## src/rtl/demorgan_pkg.sv

```systemverilog
// ------------------------------------------------------------------
// demorgan_pkg: shared types and constants for the demorgan sweep stage
// Rev 1.0
// ------------------------------------------------------------------
`default_nettype none

package demorgan_pkg;

  typedef enum logic [2:0] {
    S_IDLE   = 3'd0,
    S_APPLY  = 3'd1,
    S_SETTLE = 3'd2,
    S_SAMPLE = 3'd3,
    S_REPORT = 3'd4,
    S_DONE   = 3'd5
  } state_t;

  // Bit positions of the gate block outputs
  localparam int NA      = 7;
  localparam int NB      = 6;
  localparam int NANDNB  = 5;
  localparam int AANDB   = 4;
  localparam int NAB     = 3;
  localparam int NAORNB  = 2;
  localparam int AORB    = 1;
  localparam int NAORB   = 0;

  localparam int NUM_VECTORS = 4;
  localparam int RES_W       = 11;

endpackage

`default_nettype wire

```

## src/rtl/demorgan_expect.sv

```systemverilog
// ------------------------------------------------------------------
// demorgan_expect: golden 8-bit output vector of the two-input gate block
// Rev 1.0
// ------------------------------------------------------------------
`default_nettype none

module demorgan_expect
  import demorgan_pkg::*;
(
  input  logic       a,
  input  logic       b,
  output logic [7:0] expected
);

  always_comb begin
    expected         = '0;
    expected[NA]     = ~a;
    expected[NB]     = ~b;
    expected[NANDNB] = ~a & ~b;
    expected[AANDB]  = a & b;
    expected[NAB]    = ~(a & b);
    expected[NAORNB] = ~a | ~b;
    expected[AORB]   = a | b;
    expected[NAORB]  = ~(a | b);
  end

endmodule

`default_nettype wire

```

## src/rtl/demorgan_sweep_driver.sv

```systemverilog
// ------------------------------------------------------------------
// demorgan_sweep_driver: sweeps A,B over all vectors, checks the gate block, streams results
// Rev 1.0
// ------------------------------------------------------------------
`default_nettype none

module demorgan_sweep_driver
  import demorgan_pkg::*;
#(
  parameter int SETTLE_CYCLES = 1,
  parameter int PASSES        = 1
) (
  input  logic             clk,
  input  logic             reset,
  input  logic             start,
  output logic             dut_a,
  output logic             dut_b,
  input  logic [7:0]       dut_out,
  output logic             busy,
  output logic             done,
  output logic             all_pass,
  output logic [3:0]       err_count,
  output logic             res_valid,
  input  logic             res_ready,
  output logic [RES_W-1:0] res_data
);

  localparam int         VIDX_W      = $clog2(NUM_VECTORS);
  localparam logic [VIDX_W-1:0] LAST_VEC = VIDX_W'(NUM_VECTORS - 1);
  localparam logic [3:0] SETTLE_LOAD = 4'(SETTLE_CYCLES);
  localparam logic [3:0] LAST_PASS   = 4'(PASSES - 1);

  state_t            state;
  logic [VIDX_W-1:0] vidx;
  logic [3:0]        pidx;
  logic [3:0]        settle;
  logic [7:0]        expected;
  logic              mismatch;

  demorgan_expect u_expect (
    .a        (dut_a),
    .b        (dut_b),
    .expected (expected)
  );

  // Simulation treats X/Z on the gate outputs as a failure
`ifdef SYNTHESIS
  assign mismatch = (dut_out != expected);
`else
  assign mismatch = (dut_out !== expected);
`endif

  always_ff @(posedge clk or posedge reset) begin
    if (reset) begin
      state     <= S_IDLE;
      vidx      <= '0;
      pidx      <= '0;
      settle    <= '0;
      dut_a     <= 1'b0;
      dut_b     <= 1'b0;
      busy      <= 1'b0;
      done      <= 1'b0;
      all_pass  <= 1'b0;
      err_count <= '0;
      res_valid <= 1'b0;
      res_data  <= '0;
    end else begin
      done <= 1'b0;
      case (state)
        S_IDLE: begin
          if (start) begin
            state     <= S_APPLY;
            busy      <= 1'b1;
            err_count <= '0;
            all_pass  <= 1'b0;
            vidx      <= '0;
            pidx      <= '0;
          end
        end
        S_APPLY: begin
          {dut_a, dut_b} <= vidx;
          settle         <= SETTLE_LOAD;
          state          <= S_SETTLE;
        end
        S_SETTLE: begin
          settle <= settle - 4'd1;
          if (settle == 4'd1) state <= S_SAMPLE;
        end
        S_SAMPLE: begin
          res_data  <= {mismatch, dut_a, dut_b, dut_out};
          res_valid <= 1'b1;
          if (mismatch && (err_count != 4'hF)) err_count <= err_count + 4'd1;
          state     <= S_REPORT;
        end
        S_REPORT: begin
          if (res_ready) begin
            res_valid <= 1'b0;
            if (vidx == LAST_VEC) begin
              vidx <= '0;
              if (pidx == LAST_PASS) begin
                // Raise done and the verdict together so they are seen in the same cycle
                state    <= S_DONE;
                done     <= 1'b1;
                all_pass <= (err_count == 4'd0);
              end else begin
                pidx  <= pidx + 4'd1;
                state <= S_APPLY;
              end
            end else begin
              vidx  <= vidx + VIDX_W'(1);
              state <= S_APPLY;
            end
          end
        end
        S_DONE: begin
          busy  <= 1'b0;
          state <= S_IDLE;
        end
        default: state <= S_IDLE;
      endcase
    end
  end

endmodule

`default_nettype wire

```

## config.mk

```make
export PLATFORM = sky130hd
export DESIGN_NAME = demorgan_sweep_driver
export DESIGN_NICKNAME = d
export VERILOG_FILES = /design/src/rtl/demorgan_pkg.sv /design/src/rtl/demorgan_expect.sv /design/src/rtl/demorgan_sweep_driver.sv
export SDC_FILE = /design/constraint.sdc
export NUM_CORES = 1
export LEC_CHECK = 0
export CAP_MARGIN = 20
export CORE_MARGIN = 3
export CORE_UTILIZATION = 30
export DETAILED_ROUTE_END_ITERATION = 16
export HOLD_SLACK_MARGIN = 0.02
export SLEW_MARGIN = 0
export SYNTH_ARGS = -nofsm -noshare
export SYNTH_HDL_FRONTEND = slang
export SYNTH_SLANG_ARGS = --single-unit
```

## constraint.sdc

```tcl
create_clock -name clk -period 3.6 [get_ports clk]
set_input_delay 0.36 -clock clk [delete_from_list [all_inputs] [get_ports clk]]
set_output_delay 0.36 -clock clk [all_outputs]
set_load 0.05 [all_outputs]
```

# After elaboration in Yosys (flattened, before gate mapping)
# Cells that the tools add are included.
totals:
  out_inout_bits: 21
  latch_bits: 0
  memories: 0
  ff_bits: 34
  romBits: 0
  ram_bits: 0
op_classes:
  addsub: 4
  bitwise: 8
  n_shift: 0
  div: 0
  muxes: 31
  eq_ne: 16
  n_reduce_logical: 16
  mul: 0
  n_lt_le_gt_ge: 0
ops:
  columns: ["operator", "n"]
  rows:
  - ["4-bit one-hot mux with 2 select lines", 3]
  - ["4-bit 2-to-1 mux", 5]
  - ["3-bit 2-to-1 mux", 5]
  - ["3-bit one-hot mux with 5 select lines", 1]
  - ["2-bit != test (second input constant)", 7]
  - ["1-bit 2-to-1 mux", 10]
  - ["5-bit AND reduction", 2]
  - ["2-bit nonzero test", 5]
  - ["3-bit AND reduction", 3]
  - ["4-bit by 1-bit adder with 4-bit output (second input constant)", 2]
  - ["4-bit logical NOT", 2]
  - ["8-bit != test", 1]
  - ["3-bit by 2-bit == test with 1-bit output (second input constant)", 2]
  - ["3-bit == test (second input constant)", 2]
  - ["2-bit 2-to-1 mux", 3]
  - ["1-bit one-hot mux with 2 select lines", 3]
  - ["4-bit by 1-bit == test with 1-bit output (second input constant)", 1]
  - ["4-bit != test (second input constant)", 1]
  - ["1-bit inverter", 4]
  - ["2-bit one-hot mux with 2 select lines", 1]
  - ["2-bit AND reduction", 2]
  - ["4-bit by 1-bit subtractor with 4-bit output (second input constant)", 1]
  - ["3-bit by 1-bit == test with 1-bit output (second input constant)", 1]
  - ["3-bit logical NOT", 1]
  - ["5 further kinds", 7]

# Logic depth before layout (Yosys ltp)
depth:
  ltp_word: 6
  mapped_depth: 7

# Cells and area by module
# A second synthesis with hierarchy kept.
unflattened:
  hier_cells: 199
  area_unflattened_um2: 1806.7
by_module_without_submodules:
  columns: ["mod", "cells_per_inst", "area_each_um2", "instances", "seq_area_each_um2"]
  rows:
  - ["demorgan_sweep_driver", 191, 1762.9, 1, 850.8]
  - ["demorgan_expect", 8, 43.8, 1, 0.0]

# Worst setup path after synthesis
# OpenSTA, ideal clock, no wires.
synth_timing:
  path_type: "flip-flop to flip-flop"
  startpoint: "register dut_b"
  endpoint: "register err_count[0]"
  path_stages_with_launch: 6
  path_buffers: 0
  synth_period_minus_slack_ps: 2198
  setup_ps: 153
  arrival_time_ps: 2045
  slack_ps: 1402
  cell_sequence: "dfrtp_1 > nor2_1 > or4_1 > a222oi_1 > a311oi_1 > mux2i_1"
synth_between:
  elab_chain_len: 6
synth_rtl:
  columns: ["element", "line_no", "text"]
  rows:
  - ["from (decl)", "demorgan_sweep_driver.sv:17", "output logic dut_b,"]
  - ["from (signal assigned)", "demorgan_sweep_driver.sv:81", "{dut_a, dut_b} <= vidx;"]
  - ["1-bit bitwise OR (tied with other cells)", "demorgan_expect.sv:23, demorgan_expect.sv:24", null]
  - ["1-bit inverter (tied with other cells)", "demorgan_expect.sv:24", "expected[NAORB] = ~(a | b);"]
  - ["8-bit != test *", "demorgan_sweep_driver.sv:48", "assign mismatch = (dut_out != expected);"]
  - ["1-bit logical AND *", "demorgan_sweep_driver.sv:92", "if (mismatch && (err_count != 4'hF)) err_count <= err_count + 4'd1;"]
  - ["2-bit != test (no line) *", null, null]
  - ["3-bit AND reduction (no line) *", null, null]
  - ["to (signal assigned)", "demorgan_sweep_driver.sv:92", null]
  - ["to (decl)", "demorgan_sweep_driver.sv:22", "output logic [3:0] err_count,"]
# Mark *: on every way between the ends. The rest lies on a longest branch, timed or not.
# A chain may end at the register's enable or synchronous reset.

# Worst setup path in the final report
layout_timing:
  startpoint: "register state[1]"
  endpoint: "register err_count[2]"
layout_between:
  elab_chain_len: 3
layout_rtl:
  columns: ["element", "line_no", "text"]
  rows:
  - ["from (decl)", "demorgan_sweep_driver.sv:33", "state_t state;"]
  - ["from (signal assigned)", "demorgan_sweep_driver.sv:55", "state <= S_IDLE;"]
  - ["from (signal assigned)", "demorgan_sweep_driver.sv:72", "state <= S_APPLY;"]
  - ["from (signal assigned)", "demorgan_sweep_driver.sv:83", "state <= S_SETTLE;"]
  - ["3-bit by 2-bit == test with 1-bit output or 3-bit logical NOT (tied branches)", "demorgan_sweep_driver.sv:69", "case (state)"]
  - ["2-bit != test (no line) or 2-bit nonzero test (tied branches)", null, null]
  - ["3-bit AND reduction (no line)", null, null]
# Parallel ways exist; a longest one is shown, timed or not.

==> metrics.md <==
| Metric | Value |
|---|---|
| Die W | about 82 µm |
| Avg WL per Cell | around 13 µm |
| Worst min path class | in2async |
| Status | complete, no violations |
| Critical path class | reg2reg |
| Leakage power | approximately 0.95 nW |
| Tcrit/Tclk final | 68.2% |
| Max-Cap Viols | 0 |
| Largest net degree at the start of global routing | 35 |
| Crit path max fanout | 18 |
| Max VDD drop | roughly 0.00042 V |
| Worst EP arrival | 2.63 ns |
| GRT Residual Overflow | 0 |
| Main synth FF type | dfrtp_1 |
| Met3 Track Usage GR | under 10% |
| Remaining antenna violation count after routing | 0 |
| Final setup vio count | 0 |
| Asr flop ratio synth | between 90% and 100% |
| Unrepaired setup endpoints after global routing | no |
| Post-route core utilization | between 40% and 50% |
| Grt met1 use | 16.3% |
| Synthesized area per cell | 10.2 µm² |
| Initial antenna violation count | 0 |
| Global Route Usage Sum | between 10% and 20% |
| Register area share after synthesis | roughly 50% |
| Initial DRT Pass Iterations | 4 |
| Drt drc | 0 |
| Yosys warns | 0 |
| Final Skew | between 0.002 and 0.0025 ns |
| Diode count | 0 |
| Via count | about 1400 |
| Die ar. | ~6700 µm² |
| Clock sinks | 34 |
| M2 GR Usage | between 10% and 20% |
| Required time of the critical path | 3.77 ns |
| Pwr dens | roughly 940 nW/µm² |
| Synth top area cells | dfrtp_1, mux2_2, ha_1 |
| Worst slew pin tran | approximately 0.65 ns |
| Seq cells post-synth | 34 |
| GR peak layer | met2 |
| CP Capture Type | register |
| Max Fclk | 408 MHz |
| Hold_buf cts | 0 |
| Fin nets | about 220 |
| Final setup TNS | 0 ns |
| Buffers added on ports | 32 |
| Vias in the first global route | approximately 1300 |
| Tmin final | between 2 and 2.5 ns |
| Largest area contributor in the netlist | dfrtp_1 |
| Clock Latency Late Sink | 0.28 ns |
| Layout cell share with drive strength beyond 1 | between 8 and 9% |
| Clock root cell | clkbuf_8 |
| CTS max path bufs | 2 |
| Mapped Nets | ~190 |
| Top cell type's share of synthesized area | between 40% and 50% |
| CTS Buf Count | 5 |
| Htree depth | 2 |
| Slew Viols, Final | 0 |
| CTS resizes | 0 |
| Area growth syn-to-layout | 31.0% |
| DRT iter0 DRCs | between 60 and 70 |
| First-pass GRT wire length | ~6.0 mm |
| Final hold vios | 0 |
| Die span in y | just over 80 µm |
| CTS tree | built |
| Clk slew on worst S/H paths | ~0.07 ns |
| Distinct cells, synth | 43 |
| Starting Density | a little under a third |
| Num ports | 33 |
| # rows | 27 |
| Cells after Synth | 170 |
| Max transition margin | 56.4% |
| Hpwl dp | between 2 and 3 mm |
| Post-synth EDFFs | 0 |
| Setup Buffers After CTS | 0 |
| Mapped Area | 1730 µm² |
| CORE AREA | between 5000 and 6000 µm² |
| Via/cell ratio | approximately 5.0 |
| Drt total wl | approximately 3.6 mm |
| Routability cong. | just under 0.8 |
| CP Launch Type | register |
-- cell type report --
type                    instances  area, µm²
clock inverters                 2       60.1
well taps                      72       90.1
clock buffers                   6       82.6
flip-flops and latches         34        851
repair buffers                 33        328
multi-input cells             119        820
fillers                       564       3270
inverters                      11       41.3
-- report_power, final --
part | leakage, nW | switching [W] | internal [W] | total (W)
clock | 0.0714 | 0.000140 | 0.000295 | 0.000436
combinational | 0.447 | 0.000617 | 0.000387 | 0.00100
sequential | 0.432 | 0.000178 | 0.000522 | 0.000700
total | 0.950 | 0.000936 | 0.00120 | 0.00214
-- metal layers --
metal / part of all wire (%) / vias to the layer above
met5: 0 / -
met4: 1.7 / 0
met2: 42 / 38
met1: 50 / 659
li1: - / 678
met3: 6.1 / 5
-- kinds of logic after synthesis --
kind of cell	after synthesis	synth area share (%)
compound gates	34	12.5
xor+xnor	4	2.02
fa+ha+maj	7	5.05
buf+inv	17	3.68
flops	34	49.1
mux	15	9.52
simple gates	59	18.2
-- registers in the layout, indices dropped and copies added, names as in the netlist --
name       flops
res_data      11
err_count      4
dut_b          1
settle         4
busy           1
vidx           2
state          3
all_pass       1
pidx           4
res_valid      1
dut_a          1
done           1
-- path summary, 6_finish.rpt --
kind / start / endpoint / slack (ns) / cells past startpoint
max in group asynchronous: reset / res_data[6] / 2.81 / 3
max: state[1] / err_count[2] / 1.15 / 4
min in group clk: res_data[10] / res_data[10] / 0.48 / 1
max reg2reg: state[1] / err_count[2] / 1.15 / 4
min: reset / res_data[0] / 0.46 / 3
min reg2reg: res_data[10] / res_data[10] / 0.48 / 1
-- synth_stat cells (2+ instances only) --
master,instances
nor2_1,6
a22oi_1,3
a21oi_1,7
mux2i_1,3
nor2b_1,2
clkbuf_1,5
and2_1,3
nor3b_1,3
o21ai_0,6
nor3_1,2
nor4b_1,3
inv_1,10
nand2_1,22
xnor2_1,3
mux2_1,4
o21ai_1,7
nand3_1,8
or4b_1,2
ha_1,7
dfrtp_1,34
mux2_2,8
-- critical path: stages (launching register included) --
cell	delay (ns)
dfrtp_1	0.56
nor2b_1	0.40
nand2_1	0.48
or4b_1	0.63
a32o_1	0.27
-- cells in the final DEF (no fill, tap or decap), drive strengths merged, types with 2 or more instances in the layout --
master	instances
a21oi	7
a22oi	3
and2	3
bufinv	2
clkbuf	6
clkdlybuf4s50	32
dfrtp	34
ha	7
inv	10
mux2	12
mux2i	3
nand2	22
nand3	8
nor2	6
nor2b	2
nor3	2
nor3b	3
nor4b	3
o21ai	13
or4b	2
xnor2	3
-- stage by stage --
step                      cells  instance area (µm²)  power (W)  setup slack, ns  hold slack (ns)
after global routing        277                 2270    0.00229            0.901            0.505
after CTS                   277                 2270    0.00216             1.15            0.484
final                       277                 2270    0.00214             1.15            0.464
after detailed placement    269                 2130    0.00172             1.10            0.468
after global placement      269                 2130    0.00171             1.13            0.465
after floorplan             170                 1730    0.00140             1.40            0.476
(Power assumes the default switching activity.)
